`src/rtl/shift_pkg.sv`:
```
// rtl/shift_pkg.sv - shared operation codes and default width for the shifter datapath
package shift_pkg;

  typedef enum logic [1:0] {
    SH_LSL = 2'b00,
    SH_LSR = 2'b01,
    SH_ROR = 2'b10,
    SH_ROL = 2'b11
  } shift_type_e;

  localparam int DEFAULT_WIDTH = 8;

endpackage

```
`src/rtl/barrel_shifter.sv`:
```
// rtl/barrel_shifter.sv - combinational logical/rotate shifter, result width equals operand width
module barrel_shifter
  import shift_pkg::*;
#(
  parameter int WIDTH = DEFAULT_WIDTH,
  localparam int AMT_W = $clog2(WIDTH)
) (
  input  logic [WIDTH-1:0] data,
  input  logic [AMT_W-1:0] amt,
  input  logic [1:0]       op,
  output logic [WIDTH-1:0] res
);

  logic [2*WIDTH-1:0] dbl;
  logic [2*WIDTH-1:0] tmp;

  // Rotates shift a doubled copy of the operand and pick the wrapped half.
  always_comb begin
    dbl = {data, data};
    tmp = '0;
    res = '0;
    case (shift_type_e'(op))
      SH_LSL: res = data << amt;
      SH_LSR: res = data >> amt;
      SH_ROR: begin
        tmp = dbl >> amt;
        res = tmp[WIDTH-1:0];
      end
      SH_ROL: begin
        tmp = dbl << amt;
        res = tmp[2*WIDTH-1:WIDTH];
      end
      default: res = '0;
    endcase
  end

endmodule

```
`src/rtl/shift_arbiter.sv`:
```
// rtl/shift_arbiter.sv - round-robin sharing of one barrel_shifter among NUM_REQ requesters
module shift_arbiter
  import shift_pkg::*;
#(
  parameter int WIDTH   = DEFAULT_WIDTH,
  parameter int NUM_REQ = 4,
  localparam int AMT_W  = $clog2(WIDTH),
  localparam int ID_W   = $clog2(NUM_REQ)
) (
  input  logic                     clk,
  input  logic                     rst,
  input  logic [NUM_REQ-1:0]       req_valid,
  output logic [NUM_REQ-1:0]       req_ready,
  input  logic [NUM_REQ*WIDTH-1:0] req_data,
  input  logic [NUM_REQ*AMT_W-1:0] req_amt,
  input  logic [NUM_REQ*2-1:0]     req_type,
  output logic                     rsp_valid,
  input  logic                     rsp_ready,
  output logic [WIDTH-1:0]         rsp_data,
  output logic [ID_W-1:0]          rsp_id
);

  localparam logic [0:0] EMPTY = 1'b0;
  localparam logic [0:0] FULL  = 1'b1;

  logic [0:0]      state;
  logic [ID_W-1:0] rr_ptr;
  logic [ID_W-1:0] gnt_idx;
  logic [ID_W-1:0] cand;
  logic            found;
  logic            can_accept;
  logic            grant;

  logic [WIDTH-1:0] data_arr [NUM_REQ];
  logic [AMT_W-1:0] amt_arr  [NUM_REQ];
  logic [1:0]       type_arr [NUM_REQ];
  logic [WIDTH-1:0] shift_res;

  always_comb begin
    for (int i = 0; i < NUM_REQ; i++) begin
      data_arr[i] = req_data[i*WIDTH +: WIDTH];
      amt_arr[i]  = req_amt[i*AMT_W +: AMT_W];
      type_arr[i] = req_type[i*2 +: 2];
    end
  end

  // First valid requester found walking upward from rr_ptr, wrapping.
  always_comb begin
    found   = 1'b0;
    gnt_idx = '0;
    cand    = '0;
    for (int k = 0; k < NUM_REQ; k++) begin
      cand = ID_W'((int'(rr_ptr) + k) % NUM_REQ);
      if (!found && req_valid[cand]) begin
        found   = 1'b1;
        gnt_idx = cand;
      end
    end
  end

  assign rsp_valid  = (state == FULL);
  assign can_accept = !rsp_valid || rsp_ready;
  assign grant      = !rst && can_accept && found;
  assign req_ready  = grant ? (NUM_REQ'(1) << gnt_idx) : '0;

  barrel_shifter #(.WIDTH(WIDTH)) u_shifter (
    .data (data_arr[gnt_idx]),
    .amt  (amt_arr[gnt_idx]),
    .op   (type_arr[gnt_idx]),
    .res  (shift_res)
  );

  always_ff @(posedge clk) begin
    if (rst) begin
      state    <= EMPTY;
      rr_ptr   <= '0;
      rsp_data <= '0;
      rsp_id   <= '0;
    end else if (grant) begin
      state    <= FULL;
      rsp_data <= shift_res;
      rsp_id   <= gnt_idx;
      rr_ptr   <= (gnt_idx == ID_W'(NUM_REQ - 1)) ? '0 : gnt_idx + ID_W'(1);
    end else if (rsp_ready) begin
      state <= EMPTY;
    end
  end

endmodule

```
`config.mk`:
```
export PLATFORM = sky130hd
export DESIGN_NAME = shift_arbiter
export DESIGN_NICKNAME = d
export VERILOG_FILES = /design/src/rtl/shift_pkg.sv /design/src/rtl/barrel_shifter.sv /design/src/rtl/shift_arbiter.sv
export SDC_FILE = /design/constraint.sdc
export NUM_CORES = 1
export LEC_CHECK = 0
export CAP_MARGIN = 20
export CORE_MARGIN = 2
export CORE_UTILIZATION = 46
export CTS_CLUSTER_SIZE = 24
export DETAILED_ROUTE_END_ITERATION = 8
export GPL_TIMING_DRIVEN = 0
export PLACE_DENSITY = 0.93
export SLEW_MARGIN = 20
export SYNTH_ARGS = -nofsm -noshare
export SYNTH_HDL_FRONTEND = slang
export SYNTH_SLANG_ARGS = --single-unit
```
`constraint.sdc`:
```
create_clock -name clk -period 3.9 [get_ports clk]
set_input_delay 0.585 -clock clk [delete_from_list [all_inputs] [get_ports clk]]
set_output_delay 0.585 -clock clk [all_outputs]
set_load 0.01 [all_outputs]
```
==> out/metrics.cfg, run 1 <==
[floorplan]
io-pin-count=74
start_util_pct=47.5
placeableCoreArea_um2=4350
rows=24
die_w_um=71.1
die-area_um2=5050
die_h_um=71.1

[global_routing]
grt_usage_pct=26.7
antenna_found_initial=0
grt_pass1_vias=2350
overflow=0
grt_max_degree=12
grt_first_pass_wirelength_um=11100

[cts]
cts_sinks=13
cts_resized=0
clock_path_buffers=2
cts_tree=done
numCtsBuffers=3
ctsHoldBuffers=0
clk_latency_ns=0.25
cts-root-buf=clkbuf_8
h-tree-depth=1
post_cts_buffers=0
clk_pin_slew_worst_paths_ns=0.05

[layout]
layout.area.seq_um2=260
fin_util_pct=66.8
multi_input_area_um2=1690
nets=412
antenna_cells=0
final_layout_size_suffix_gt1_share_pct=9.57
area_growth_pct=40.7
fill_cells=366
instances_no_fill=397
postLayoutCellArea_um2=2910

[logic_synthesis]
synth_area_leaders=mux2i_1, dfxtp_1, nand3_1, o21ai_0, o211ai_1
yosysMostFrequentCell=mux2i_1
synth_ff_type=dfxtp_1
synth-simple-area-share_pct=26.8
yosys.area.top_type=mux2i_1
synth-xor-area-share_pct=0
synthAdderAreaFrac_pct=4.23
yosysSeqAreaShare_pct=12.6
synth.area.mux_share_pct=22.5
synthesis.area_um2=2070
synth_cell_type_count=59
synth_edf_count=0
async_flop_share_pct=0
synth_warnings=0
synth_top_family_by_area=compound AO/OA/AOI/OAI gates
ys_ff_latch=13
synth.avg_cell_area_um2=7.72
synth-compound-area-share_pct=27.9
syn_nets=334
synthCells=268
synthDominantCellAreaShare_pct=16.0
netlist_top_cells_count=mux2i_1, nand3_1, nand2_1

[route]
drt_pre_antenna_iters=5
drt_iter0_drc=228
wl_um=6710
detail-route-antenna-nets=0
drc=0
vias=2504
viasPerCell=6.31
wire_per_inst_um=16.9

[timing]
slew_headroom_pct=45.6
tns_ns=0
hold_viol_final=0
period_share_pct=93.9
fin_crit_ns=3.66
rsz0062_at_grt=false
max_freq_ghz=0.273
worst_slack_ns=0.237
fin_worst_skew_ns=0.000725
setup_viol=0
tightest_slew_ns=0.794
report.final.slew_viol_count=0

[place]
dp_hpwl_um=5480
post_dp_cell_area_um2=2860
dp.cells=393
place.port_buffers=73
pre_cts_slack_ns=0.0864
routabilityCongestion=0.997

[worst_setup_path]
critical_path_arrival_ns=3.08
worstSetupStartpointType=input port
cp_max_fo=10
cp-end-kind=primary output
critPathRequiredTime_ns=3.31
path_class=in2out

[power]
peakVddDrop_mv=0.206
p_per_area_nw_per_um2=461
power_leakage_nw=1.15

[outcome]
outcome=completed

[worst_hold_path]
hold_path.class=reg2reg

[run]
drv_cap=0

==> registers in the layout, summed over array words and instances (netlist names) <==
| signal | count |
|---|---|
| rsp_data | 8 |
| rsp_id | 2 |
| rr_ptr | 2 |
| rsp_valid | 1 |
==> final timing paths <==
kind / startpoint / cells after the start / end / slack, ns
max reg2reg: rr_ptr[1] / 8 / rsp_data[7] / 0.63
min reg2reg: rsp_id[0] / 2 / rsp_id[0] / 0.45
max: req_valid[1] / 6 / req_ready[2] / 0.24
min: rsp_id[0] / 2 / rsp_id[0] / 0.45
==> layout make-up <==
class / instances / share of cell area (%)
plain buffers: 16 / 3.01
flip-flops and latches: 13 / 8.95
inverters: 8 / 1.20
well taps: 52 / 2.24
repair buffers: 73 / 25.1
clock buffers: 4 / 1.55
multi-input cells: 231 / 57.9
==> placed cells by master, fill, tap and decap left out, drive strengths merged, types with 4 or more instances in the layout <==
cell type | synthesis | layout
nor3 | 7 | 7
nand2 | 25 | 25
nor2 | 9 | 9
o211ai | 13 | 13
mux2 | 6 | 6
nand3 | 29 | 29
ha | 7 | 7
o21ai | 22 | 22
and2 | 11 | 11
dfxtp | 13 | 13
nand2b | 4 | 4
buf | 7 | 7
clkbuf | 9 | 13
a21oi | 10 | 10
nand4 | 5 | 5
clkdlybuf4s50 | 0 | 73
inv | 7 | 7
mux2i | 33 | 33
==> stage by stage <==
stage	hold slack, ns	power (W)
after floorplan	0.484	0.000890
after CTS	0.455	0.00132
after detailed placement	0.442	0.00120
after global placement	0.436	0.00118
final	0.454	0.00134
after global routing	0.515	0.00143
==> per-layer routing <==
layer	global-route usage, %	up-vias	wire [µm]
met4	7.97	0	126
met2	45.6	127	3280
li1	-	1199	-
met5	0	-	0
met3	2.28	12	469
met1	35.9	1166	2830
==> kinds of logic (layout without fill, tap and decap cells) <==
logic type / count (synthesis) / count (layout)
AOI/OAI and AO/OA: 79 / 79
adders and majority gates: 7 / 7
buffers and inverters: 24 / 101
DFF: 13 / 13
muxes: 42 / 42
and+or+nand+nor: 103 / 103
==> where the power goes <==
part	leakage [nW]	total, W	switching [W]	internal (W)
logic	1.02	0.00102	0.000576	0.000449
clock network	0.0228	0.000123	0.0000502	0.0000723
registers	0.108	0.000193	0.0000228	0.000170
total	1.15	0.00134	0.000649	0.000691
==> worst max-delay path: stages <==
cell             delay (ns)
clkdlybuf4s50_1        0.49
nor4_1                 0.72
nor3_1                 0.30
clkbuf_1               0.29
and2_1                 0.22
clkdlybuf4s50_1        0.47
Power figures use the tool's default switching activity.
==> run 2: changes to the inputs <==
--- a/config.mk
+++ b/config.mk
@@ -5,13 +5,14 @@
 export SDC_FILE = /design/constraint.sdc
 export NUM_CORES = 1
 export LEC_CHECK = 0
+export ABC_CLOCK_PERIOD_IN_PS = 4250
 export CAP_MARGIN = 20
 export CORE_MARGIN = 2
-export CORE_UTILIZATION = 46
+export CORE_UTILIZATION = 50
 export CTS_CLUSTER_SIZE = 24
 export DETAILED_ROUTE_END_ITERATION = 8
 export GPL_TIMING_DRIVEN = 0
-export PLACE_DENSITY = 0.93
+export PLACE_DENSITY = 0.95
 export SLEW_MARGIN = 20
 export SYNTH_ARGS = -nofsm -noshare
 export SYNTH_HDL_FRONTEND = slang
==> constraint.sdc (replaced) <==
create_clock -name clk -period 4.25 [get_ports clk]
set_input_delay 0.6375 -clock clk [delete_from_list [all_inputs] [get_ports clk]]
set_output_delay 0.6375 -clock clk [all_outputs]
set_load 0.01 [all_outputs]
==> run 2 against run 1 <==
  * Combinational power shrank 7%
  * Utilization rose by 5.9 points
  * Via count rose by 0.64%
  * Clock skew increased by 0.0011 ns
  * Non-clock buffer count stayed put
  * Wire length is 3.1% higher
  * Power down 7.4%
  * Clock-buffer cell count unchanged
  * Final area hardly changed
  * Worst hold slack gained 0.011 ns
  * Clock power is 7% lower
==> out/metrics.cfg, run 2 (same netlist as run 1, synthesis figures left out) <==
[worst_setup_path]
r2r_end=rsp_data[7]
timing.rr.start=rr_ptr[1]
cpPeakStageDelay_ns=0.73
reg2reg_slack_ns=0.88
worstSetupStartpointType=input port
r2r_cells=8
path_class=in2out
critPathMostFrequentCell=clkdlybuf4s50_1
cp_num_cells=6
critical_path_arrival_ns=3.22
cp_max_fo=10
critPathRequiredTime_ns=3.61
critPathTopFamily=buffers and inverters
path_cells=clkdlybuf4s50_1 -> nor4_1 -> nor3_1 -> clkbuf_1 -> and2_1 -> clkdlybuf4s50_1
cp-end-kind=primary output
crit_path_start=req_valid[1]
cpMaxStageDelayCell=nor3_1
critPathBufInv=3
crit_end=req_ready[2]

[global_routing]
grt_first_pass_wirelength_um=11000
antenna_found_initial=0
overflow=0
grt_max_degree=12
grt_pass1_vias=2362
grt_usage_pct=30.8

[cts]
numCtsBuffers=3
post_cts_buffers=0
cts_sinks=13
cts_tree=done
clk_latency_ns=0.25
clk_pin_slew_worst_paths_ns=0.06
cts_resized=0
h-tree-depth=1
clock_path_buffers=2
ctsHoldBuffers=0
cts-root-buf=clkbuf_8

[layout]
final_layout_size_suffix_gt1_share_pct=9.57
final_cell_mix=clkdlybuf4s50_1, mux2i_1, nand3_1
nets=412
area_growth_pct=40.5
antenna_cells=0
top_regs=rsp_data (8), rr_ptr (2), rsp_id (2)
largest_register_ffs=8
regMostFlops=rsp_data
layout_commonest_cell=clkdlybuf4s50_1

[floorplan]
die_w_um=68.3
start_util_pct=51.7
io-pin-count=74
die-area_um2=4670
placeableCoreArea_um2=4000
die_h_um=68.3
rows=23

[timing]
fin_crit_ns=3.85
setup_viol=0
report.final.slew_viol_count=0
tightest_slew_ns=0.842
fin_worst_skew_ns=0.00186
period_share_pct=90.7
slew_headroom_pct=42.3
rsz0062_at_grt=false
hold_viol_final=0
max_freq_ghz=0.260
tns_ns=0

[route]
viasPerCell=6.38
vias=2520
drc=0
wl_um=6920
drt_pre_antenna_iters=7
wire_per_inst_um=17.5
detail-route-antenna-nets=0
drt_iter0_drc=264

[power]
peakVddDrop_mv=0.213
finalPower_w=0.00124
p_per_area_nw_per_um2=427
power_leakage_nw=1.15

[worst_hold_path]
hold_path.class=reg2reg
hp-start=rsp_id[0]

[run]
drv_cap=0

[place]
dp_hpwl_um=5550
place.port_buffers=73
routabilityCongestion=1.02

[outcome]
outcome=completed

-- run 2: cell counts in the layout (fill, tap and decap cells not counted) --
No cell type changed its count.
-- run 2: worst min-delay path by stage --
| stage | endpoint | depth (start not counted) | slack, ns |
|---|---|---|---|
| after floorplan | rr_ptr[1] | 2 | 0.48 |
| after global placement | rsp_id[0] | 2 | 0.44 |
| after detailed placement | rsp_id[0] | 2 | 0.46 |
| after CTS | rsp_id[0] | 2 | 0.47 |
| after global routing | rsp_id[0] | 2 | 0.51 |
| final | rsp_id[0] | 2 | 0.46 |
-- run 2: routing by layer --
metal	share of wire (%)	vias up	GRT usage (%)
met3	8.8	22	4.44
met5	0	-	0
li1	-	1191	-
met4	2.6	0	10.8
met1	41	1163	39.0
met2	48	144	53.0
-- run 2: final cells by class --
class                      count  area, µm²
buffer                        16       87.6
multi-input combinational    231       1690
sequential                    13        260
clock buffer                   4       45.0
tap                           50       62.6
inverter                       8       35.0
fill                         347       1090
timing repair buffer          73        731
-- run 2: through the flow --
| stage | utilization [%] | cell area, µm² | cells | setup WS, ns | hold slack (ns) |
|---|---|---|---|---|---|
| 4_1_cts | 72.7 | 2910 | 395 | 0.454 | 0.470 |
| 2_1_floorplan | - | 2070 | 268 | 1.30 | 0.484 |
| 6_report | 72.7 | 2910 | 395 | 0.397 | 0.465 |
| 3_3_place_gp | 71.5 | 2860 | 391 | 0.342 | 0.436 |
| 3_5_place_dp | 71.5 | 2860 | 391 | 0.323 | 0.456 |
| 5_1_grt | 72.7 | 2910 | 395 | 0.268 | 0.513 |
-- run 2: worst register-to-register path, cell delays in order, from the launching register on --
cell	delay [ns]
dfxtp_1	0.47
mux2i_1	0.23
nor2_1	0.09
nor3_4	0.40
buf_2	0.36
mux2i_1	0.76
clkbuf_1	0.42
o22ai_1	0.19
a221o_1	0.34
-- run 2: report_power, final --
group | total (W) | switching [W] | internal [W]
Clock | 0.000115 | 0.0000487 | 0.0000663
Combinational | 0.000948 | 0.000536 | 0.000412
Sequential | 0.000177 | 0.0000211 | 0.000156
